File: src/rtl/cpld_multirom_if.sv
// rtl/cpld_multirom_if.sv - CPC expansion bus bundle for the multi-ROM mapper
//
// Purpose: groups the edge-connector strobes, address/data and the socket
// select outputs of cpld_multirom into one bundle.
// Signals:
//   adr_hi     A[15:8] from the edge connector
//   ioreq_b    Z80 IORQ, active low
//   wr_b       Z80 WR, active low
//   romen_b    gate-array ROM enable, active low
//   data       Z80 data bus
//   lowrom_en  1: slot 0 also replaces the lower ROM
//   romdis     1: disable internal ROM
//   romoe_b    shared socket output enable, active low
//   slot_cs_b  per-slot chip select, active low
//   cfg_locked 1 while the config port is locked
// Modports: master = CPC side, slave = mapper.
interface cpld_multirom_if #(
  parameter int NSLOTS = 4
);
  logic [7:0]        adr_hi;
  logic              ioreq_b;
  logic              wr_b;
  logic              romen_b;
  logic [7:0]        data;
  logic              lowrom_en;
  logic              romdis;
  logic              romoe_b;
  logic [NSLOTS-1:0] slot_cs_b;
  logic              cfg_locked;

  modport master (
    output adr_hi, ioreq_b, wr_b, romen_b, data, lowrom_en,
    input  romdis, romoe_b, slot_cs_b, cfg_locked
  );

  modport slave (
    input  adr_hi, ioreq_b, wr_b, romen_b, data, lowrom_en,
    output romdis, romoe_b, slot_cs_b, cfg_locked
  );
endinterface

File: src/rtl/cpld_multirom.sv
// rtl/cpld_multirom.sv - upper/lower ROM mapper with unlockable slot table
//
// Purpose: maps NSLOTS 16K ROM sockets onto the CPC ROM space. The selected
// ROM number is written to any IO port with A13 low; each slot's ROM number
// is programmed through a key-protected config port.
// Ports:
//   clk    in  CPC clock, all state updates on the rising edge
//   reset  in  synchronous, active-high
//   bus    slave side of cpld_multirom_if (strobes, address, data, selects)
module cpld_multirom #(
  parameter int          NSLOTS       = 4,
  parameter logic [7:0]  DEFAULT_BASE = 8'h01,
  parameter logic [7:0]  CFG_PORT     = 8'hFE,
  parameter logic [7:0]  KEY0         = 8'h55,
  parameter logic [7:0]  KEY1         = 8'hAA
) (
  input logic            clk,
  input logic            reset,
  cpld_multirom_if.slave bus
);

  localparam int IW = (NSLOTS > 1) ? $clog2(NSLOTS) : 1;

  typedef enum logic [1:0] {LOCKED, UNLK1, OPEN, WDATA} cfg_state_t;

  logic              s_ioreq_b, s_wr_b;
  logic [7:0]        s_adr, s_data;
  logic              iowr_q, first_q;
  logic              iowr_now, iowr_ev, cfg_ev, sel_ok;
  logic [7:0]        romsel_q;
  logic [7:0]        slot_rom [NSLOTS];
  logic [NSLOTS-1:0] slot_en;
  logic [IW-1:0]     idx_q;
  cfg_state_t        state_q, state_d;
  logic [NSLOTS-1:0] hit, win;
  logic              upper, lower, taken, locked_o;

  // Bus sampling. first_q marks the cycle whose sample regs still hold the
  // forced idle value; iowr_q is pre-set from it so a strobe held low across
  // reset deassert never looks like a fresh falling edge.
  always_ff @(posedge clk) begin
    if (reset) begin
      s_ioreq_b <= 1'b1;
      s_wr_b    <= 1'b1;
      s_adr     <= 8'h00;
      s_data    <= 8'h00;
      iowr_q    <= 1'b0;
      first_q   <= 1'b1;
    end else begin
      s_ioreq_b <= bus.ioreq_b;
      s_wr_b    <= bus.wr_b;
      s_adr     <= bus.adr_hi;
      s_data    <= bus.data;
      iowr_q    <= iowr_now | first_q;
      first_q   <= 1'b0;
    end
  end

  assign iowr_now = !s_ioreq_b && !s_wr_b;
  assign iowr_ev  = iowr_now && !iowr_q;
  assign cfg_ev   = iowr_ev && (s_adr == CFG_PORT) && s_adr[5];
  assign sel_ok   = (s_data[7:3] == 5'b10000) && (int'(s_data[2:0]) < NSLOTS);

  always_ff @(posedge clk) begin
    if (reset) begin
      romsel_q <= 8'h00;
    end else if (iowr_ev && !s_adr[5]) begin
      romsel_q <= s_data;
    end
  end

  // Config FSM: state register
  always_ff @(posedge clk) begin
    if (reset) begin
      state_q <= LOCKED;
    end else begin
      state_q <= state_d;
    end
  end

  // Config FSM: next state
  always_comb begin
    state_d = state_q;
    if (cfg_ev) begin
      case (state_q)
        LOCKED:  state_d = (s_data == KEY0) ? UNLK1 : LOCKED;
        UNLK1:   state_d = (s_data == KEY1) ? OPEN : LOCKED;
        OPEN: begin
          if (s_data == 8'h00) begin
            state_d = LOCKED;
          end else if (sel_ok) begin
            state_d = WDATA;
          end
        end
        default: state_d = OPEN;
      endcase
    end
  end

  // Config FSM: outputs (forced locked while reset is held)
  always_comb begin
    locked_o = reset || (state_q == LOCKED);
  end

  // Slot table, written from the WDATA state
  always_ff @(posedge clk) begin
    if (reset) begin
      idx_q   <= '0;
      slot_en <= '1;
      for (int i = 0; i < NSLOTS; i++) begin
        slot_rom[i] <= DEFAULT_BASE + 8'(i);
      end
    end else if (cfg_ev) begin
      if (state_q == OPEN && sel_ok) begin
        idx_q <= s_data[IW-1:0];
      end
      if (state_q == WDATA) begin
        slot_rom[idx_q] <= s_data;
        slot_en[idx_q]  <= (s_data != 8'hFF);
      end
    end
  end

  // Decode uses live A15:14 so selects follow the current bus address.
  always_comb begin
    upper = bus.adr_hi[7] && bus.adr_hi[6];
    lower = !bus.adr_hi[7] && !bus.adr_hi[6];
    hit   = '0;
    win   = '0;
    taken = 1'b0;
    for (int i = 0; i < NSLOTS; i++) begin
      hit[i] = upper && slot_en[i] && (slot_rom[i] == romsel_q);
    end
    hit[0] = hit[0] || (bus.lowrom_en && lower && slot_en[0]);
    for (int i = 0; i < NSLOTS; i++) begin
      if (hit[i] && !taken) begin
        win[i] = 1'b1;
        taken  = 1'b1;
      end
    end
  end

  assign bus.slot_cs_b  = reset ? '1 : ~win;
  assign bus.romdis     = !reset && (|hit);
  assign bus.romoe_b    = reset || bus.romen_b || !(|hit);
  assign bus.cfg_locked = locked_o;

endmodule

File: src/flat_wrapper.sv
// flat-port wrapper written by rule: the top's interface ports become plain ports
module cpld_multirom_flat 
#(
  parameter int          NSLOTS       = 4,
  parameter logic [7:0]  DEFAULT_BASE = 8'h01,
  parameter logic [7:0]  CFG_PORT     = 8'hFE,
  parameter logic [7:0]  KEY0         = 8'h55,
  parameter logic [7:0]  KEY1         = 8'hAA
)
  (clk, reset, bus_adr_hi, bus_ioreq_b, bus_wr_b, bus_romen_b, bus_data, bus_lowrom_en, bus_romdis, bus_romoe_b, bus_slot_cs_b, bus_cfg_locked);
  cpld_multirom_if #(.NSLOTS(NSLOTS)) bus_i ();
  input logic clk;
  input logic reset;
  input wire logic [$bits(bus_i.adr_hi)-1:0] bus_adr_hi;
  input wire logic [$bits(bus_i.ioreq_b)-1:0] bus_ioreq_b;
  input wire logic [$bits(bus_i.wr_b)-1:0] bus_wr_b;
  input wire logic [$bits(bus_i.romen_b)-1:0] bus_romen_b;
  input wire logic [$bits(bus_i.data)-1:0] bus_data;
  input wire logic [$bits(bus_i.lowrom_en)-1:0] bus_lowrom_en;
  output wire logic [$bits(bus_i.romdis)-1:0] bus_romdis;
  output wire logic [$bits(bus_i.romoe_b)-1:0] bus_romoe_b;
  output wire logic [$bits(bus_i.slot_cs_b)-1:0] bus_slot_cs_b;
  output wire logic [$bits(bus_i.cfg_locked)-1:0] bus_cfg_locked;
  assign bus_i.adr_hi = bus_adr_hi;
  assign bus_i.ioreq_b = bus_ioreq_b;
  assign bus_i.wr_b = bus_wr_b;
  assign bus_i.romen_b = bus_romen_b;
  assign bus_i.data = bus_data;
  assign bus_i.lowrom_en = bus_lowrom_en;
  assign bus_romdis = bus_i.romdis;
  assign bus_romoe_b = bus_i.romoe_b;
  assign bus_slot_cs_b = bus_i.slot_cs_b;
  assign bus_cfg_locked = bus_i.cfg_locked;
  cpld_multirom #(.NSLOTS(NSLOTS), .DEFAULT_BASE(DEFAULT_BASE), .CFG_PORT(CFG_PORT), .KEY0(KEY0), .KEY1(KEY1)) u_core (.clk(clk), .reset(reset), .bus(bus_i));
endmodule
File: config.mk
export PLATFORM = sky130hd
export DESIGN_NAME = cpld_multirom_flat
export DESIGN_NICKNAME = d
export VERILOG_FILES = /design/src/rtl/cpld_multirom_if.sv /design/src/rtl/cpld_multirom.sv /design/src/flat_wrapper.sv
export SDC_FILE = /design/constraint.sdc
export NUM_CORES = 1
export LEC_CHECK = 0
export BUFFER_PORTS_ARGS = -buffer_cell sky130_fd_sc_hd__buf_2
export CORE_MARGIN = 2
export CORE_UTILIZATION = 30
export DETAILED_ROUTE_END_ITERATION = 7
export PLACE_DENSITY = 0.59
export SYNTH_ARGS = -nofsm -noshare
export SYNTH_HDL_FRONTEND = slang
export SYNTH_SLANG_ARGS = --single-unit
export TNS_END_PERCENT = 50
File: constraint.sdc
create_clock -name clk -period 2.58 [get_ports clk]
set_input_delay 0.645 -clock clk [delete_from_list [all_inputs] [get_ports clk]]
set_output_delay 0.645 -clock clk [all_outputs]
set_load 0.02 [all_outputs]
==> results.json <==
{
  "status": "complete, but fails checks",
  "violations": "negative setup slack",
  "antenna_cells": 0,
  "final_layout_size_suffix_gt1_frac": 0.313,
  "fin_tns_setup_ps": -54.7,
  "clockBufferDepth": 2,
  "grt_max_degree": 24,
  "first_global_vias": 2187,
  "place_hpwl_mm": 4.76,
  "critPathKind": "reg2out",
  "synth_area_mm2": 0.00303,
  "synth.avg_cell_area_um2": 10.9,
  "ys_warn_count": 0,
  "crit_path_start": "u_core.slot_rom[0][1]$_SDFFCE_PN0P_",
  "pre_cts_slack_ps": -113,
  "antenna_found_initial": 0,
  "cts_sinks": 68,
  "cpLargestDelayFamily": "simple AND/OR/NAND/NOR gates",
  "total_power_mw": 2.17,
  "syn-num-nets": 301,
  "drc": 0,
  "crit_path_end_kind": "output pin",
  "firstDrtPassIters": 6,
  "gp_congestion": 0.736,
  "fp.dieH_um": 105,
  "rows": 36,
  "synth_edf_count": 32,
  "cp_cell_sequence": "xor2_2 -> nor4_4 -> a311o_1 -> or3b_4 -> buf_6",
  "wl_per_cell_um": 14.2,
  "final_max_slew_viol_count": 0,
  "die-area_mm2": 0.0109,
  "min_period_over_period": 1.02,
  "final_area_mm2": 0.00376,
  "cap_violations": 0,
  "final_common_cell": "edfxtp_1",
  "clock.fmax_mhz": 380,
  "syn_inst": 279,
  "cts_tree": "yes",
  "critPathSlowestCell": "edfxtp_1",
  "layout_setup_ws_ps": -54.7,
  "setup_viol": 1,
  "critPathMaxStageDelay_ps": 410,
  "synthArstFlopShare": 0,
  "h-tree-depth": 3,
  "worstSkewPairLatency_ps": 340,
  "port_buffers": 28,
  "final_core_util": 0.385,
  "ys_types": 48,
  "ys_seq_area_frac": 0.555,
  "postPlaceCellArea_mm2": 0.00338,
  "layout_common_cells": "32 x edfxtp_1, 29 x nor2_1, 28 x dfxtp_1",
  "vias": 2164,
  "holdWs_ps": 443,
  "synth-seq-cells": 68,
  "cp-endpoint": "bus_slot_cs_b[2]",
  "cp.arrival_ps": 1990,
  "grt-ovfl-total": 0,
  "reg2reg_from": "u_core.s_wr_b$_SDFF_PP1_",
  "wl_mm": 6.50,
  "p_per_area_mw_per_mm2": 577,
  "hold_viol": 0,
  "crit_fanout": 3,
  "io_pins": 29,
  "drtAntennaViolNets": 0,
  "path_depth": 5,
  "dp_cells": 440,
  "start_util": 0.310,
  "cts_buffers": 9,
  "cts_root_buffer": "clkbuf_8",
  "drtIter0Drc": 99,
  "required_ps": 1930,
  "min_path_type": "reg2reg",
  "reg2reg_to": "u_core.slot_rom[1][3]$_SDFFCE_PN0P_",
  "p_leak_nw": 1.42,
  "finalNonFillerCells": 459,
  "area_delta_synth_final_pct": 24.0,
  "final.min_clock_period_ps": 2630,
  "grt_pass1_wl_mm": 10.8,
  "postCtsHoldBufs": 0,
  "die_w_um": 105,
  "core_mm2": 0.00977,
  "final_nets": 344,
  "routed_via_density": 4.71,
  "critPathLaunchType": "flop",
  "track_usage": 0.126,
  "cp_num_buf_inv": 1,
  "skew_ps": 7.58,
  "ir_drop_uv": 233,
  "tightest_slew_ps": 557,
  "max_slew_margin": 0.628,
  "clk_pin_slew_ps": 70,
  "synth-main-ff-cell": "dfxtp_1",
  "r2r_cells": 4,
  "regToRegSetupSlack_ps": 410,
  "rsz0062_at_grt": "true"
}
-- repair_timing --
action | 4_1_cts | 5_1_grt
setup buffers | 2 | 2
pin swaps | 7 | 5
endpoints found under the hold margin | 0 | 0
endpoints found under the setup margin | 6 | 5
resized for setup | 27 | 12
-- sequential cells by signal, indices dropped and copies added, names as in the netlist --
| name | flops |
|---|---|
| u_core.s_ioreq_b | 1 |
| u_core.iowr_q | 1 |
| u_core.romsel_q | 8 |
| u_core.slot_en | 4 |
| u_core.idx_q | 2 |
| u_core.slot_rom | 32 |
| u_core.s_wr_b | 1 |
| u_core.first_q | 1 |
| u_core.s_data | 8 |
| u_core.state_q | 2 |
| u_core.s_adr | 8 |
-- worst reg2reg max path, stage by stage (launching register included) --
cell     delay (ps)
dfxtp_1         320
or3_4           420
nor4_4          470
nand3_2         270
nand2_1         360
-- how the worst min path moves through the flow --
stage / end / depth (start not counted) / from / slack [ps]
3_5_place_dp: u_core.iowr_q$_SDFF_PP0_ / 2 / u_core.first_q$_DFF_P_ / 430
2_1_floorplan: u_core.iowr_q$_SDFF_PP0_ / 2 / u_core.first_q$_DFF_P_ / 420
5_1_grt: u_core.iowr_q$_SDFF_PP0_ / 2 / u_core.first_q$_DFF_P_ / 470
3_3_place_gp: u_core.iowr_q$_SDFF_PP0_ / 2 / u_core.first_q$_DFF_P_ / 420
4_1_cts: u_core.iowr_q$_SDFF_PP0_ / 2 / u_core.first_q$_DFF_P_ / 450
6_report: u_core.iowr_q$_SDFF_PP0_ / 2 / u_core.first_q$_DFF_P_ / 440
-- Yosys cell counts (2+ instances only) --
master / instances / area share
or2_2: 5 / 0.010
o21ai_1: 4 / 0.0066
clkbuf_1: 5 / 0.0062
o31ai_1: 3 / 0.0074
nor2b_1: 17 / 0.035
xor2_1: 28 / 0.081
and2_1: 2 / 0.0041
mux2i_1: 8 / 0.026
edfxtp_1: 32 / 0.32
and4_1: 2 / 0.0058
and3_1: 6 / 0.012
or3_1: 3 / 0.0062
nand3_1: 11 / 0.018
nand4_1: 3 / 0.0062
or3_4: 2 / 0.0074
nor3_1: 10 / 0.017
xnor2_1: 4 / 0.012
nor4_1: 10 / 0.021
clkbuf_2: 5 / 0.0083
nand3_2: 3 / 0.0099
buf_2: 4 / 0.0066
nand2_1: 7 / 0.0087
inv_1: 9 / 0.011
dfxtp_1: 36 / 0.24
a31oi_1: 5 / 0.010
a21oi_1: 4 / 0.0066
nor2_1: 29 / 0.036
nor3_2: 2 / 0.0066
-- cell type report --
class	instances	area, µm²
Tap cell	133	166
Timing Repair Buffer	49	333
Clock buffer	13	159
Sequential cell	68	1700
Inverter	10	37.5
Multi-Input combinational cell	184	1330
Fill cell	973	6020
Clock inverter	2	35.0
-- cell families after synthesis --
logic type | count (synthesis) | synth area share
compound gates | 24 | 0.0541
xor+xnor | 32 | 0.0924
buf+inv | 27 | 0.0409
flops | 68 | 0.555
mux | 8 | 0.0264
simple gates | 120 | 0.232
-- layer usage --
metal | vias to the layer above | GRT usage | wire length, µm
li1 | 1071 | - | -
met1 | 1037 | 0.170 | 3130
met2 | 45 | 0.196 | 3020
met3 | 11 | 0.0294 | 273
met4 | 0 | 0.0444 | 82
met5 | - | 0 | 0
-- power breakdown --
part / internal (mW) / leakage, nW / switching, mW
logic: 0.0533 / 0.726 / 0.0610
clock network: 0.493 / 0.0995 / 0.376
registers: 1.16 / 0.599 / 0.0245
No activity file was read; power rests on OpenSTA's default activity.
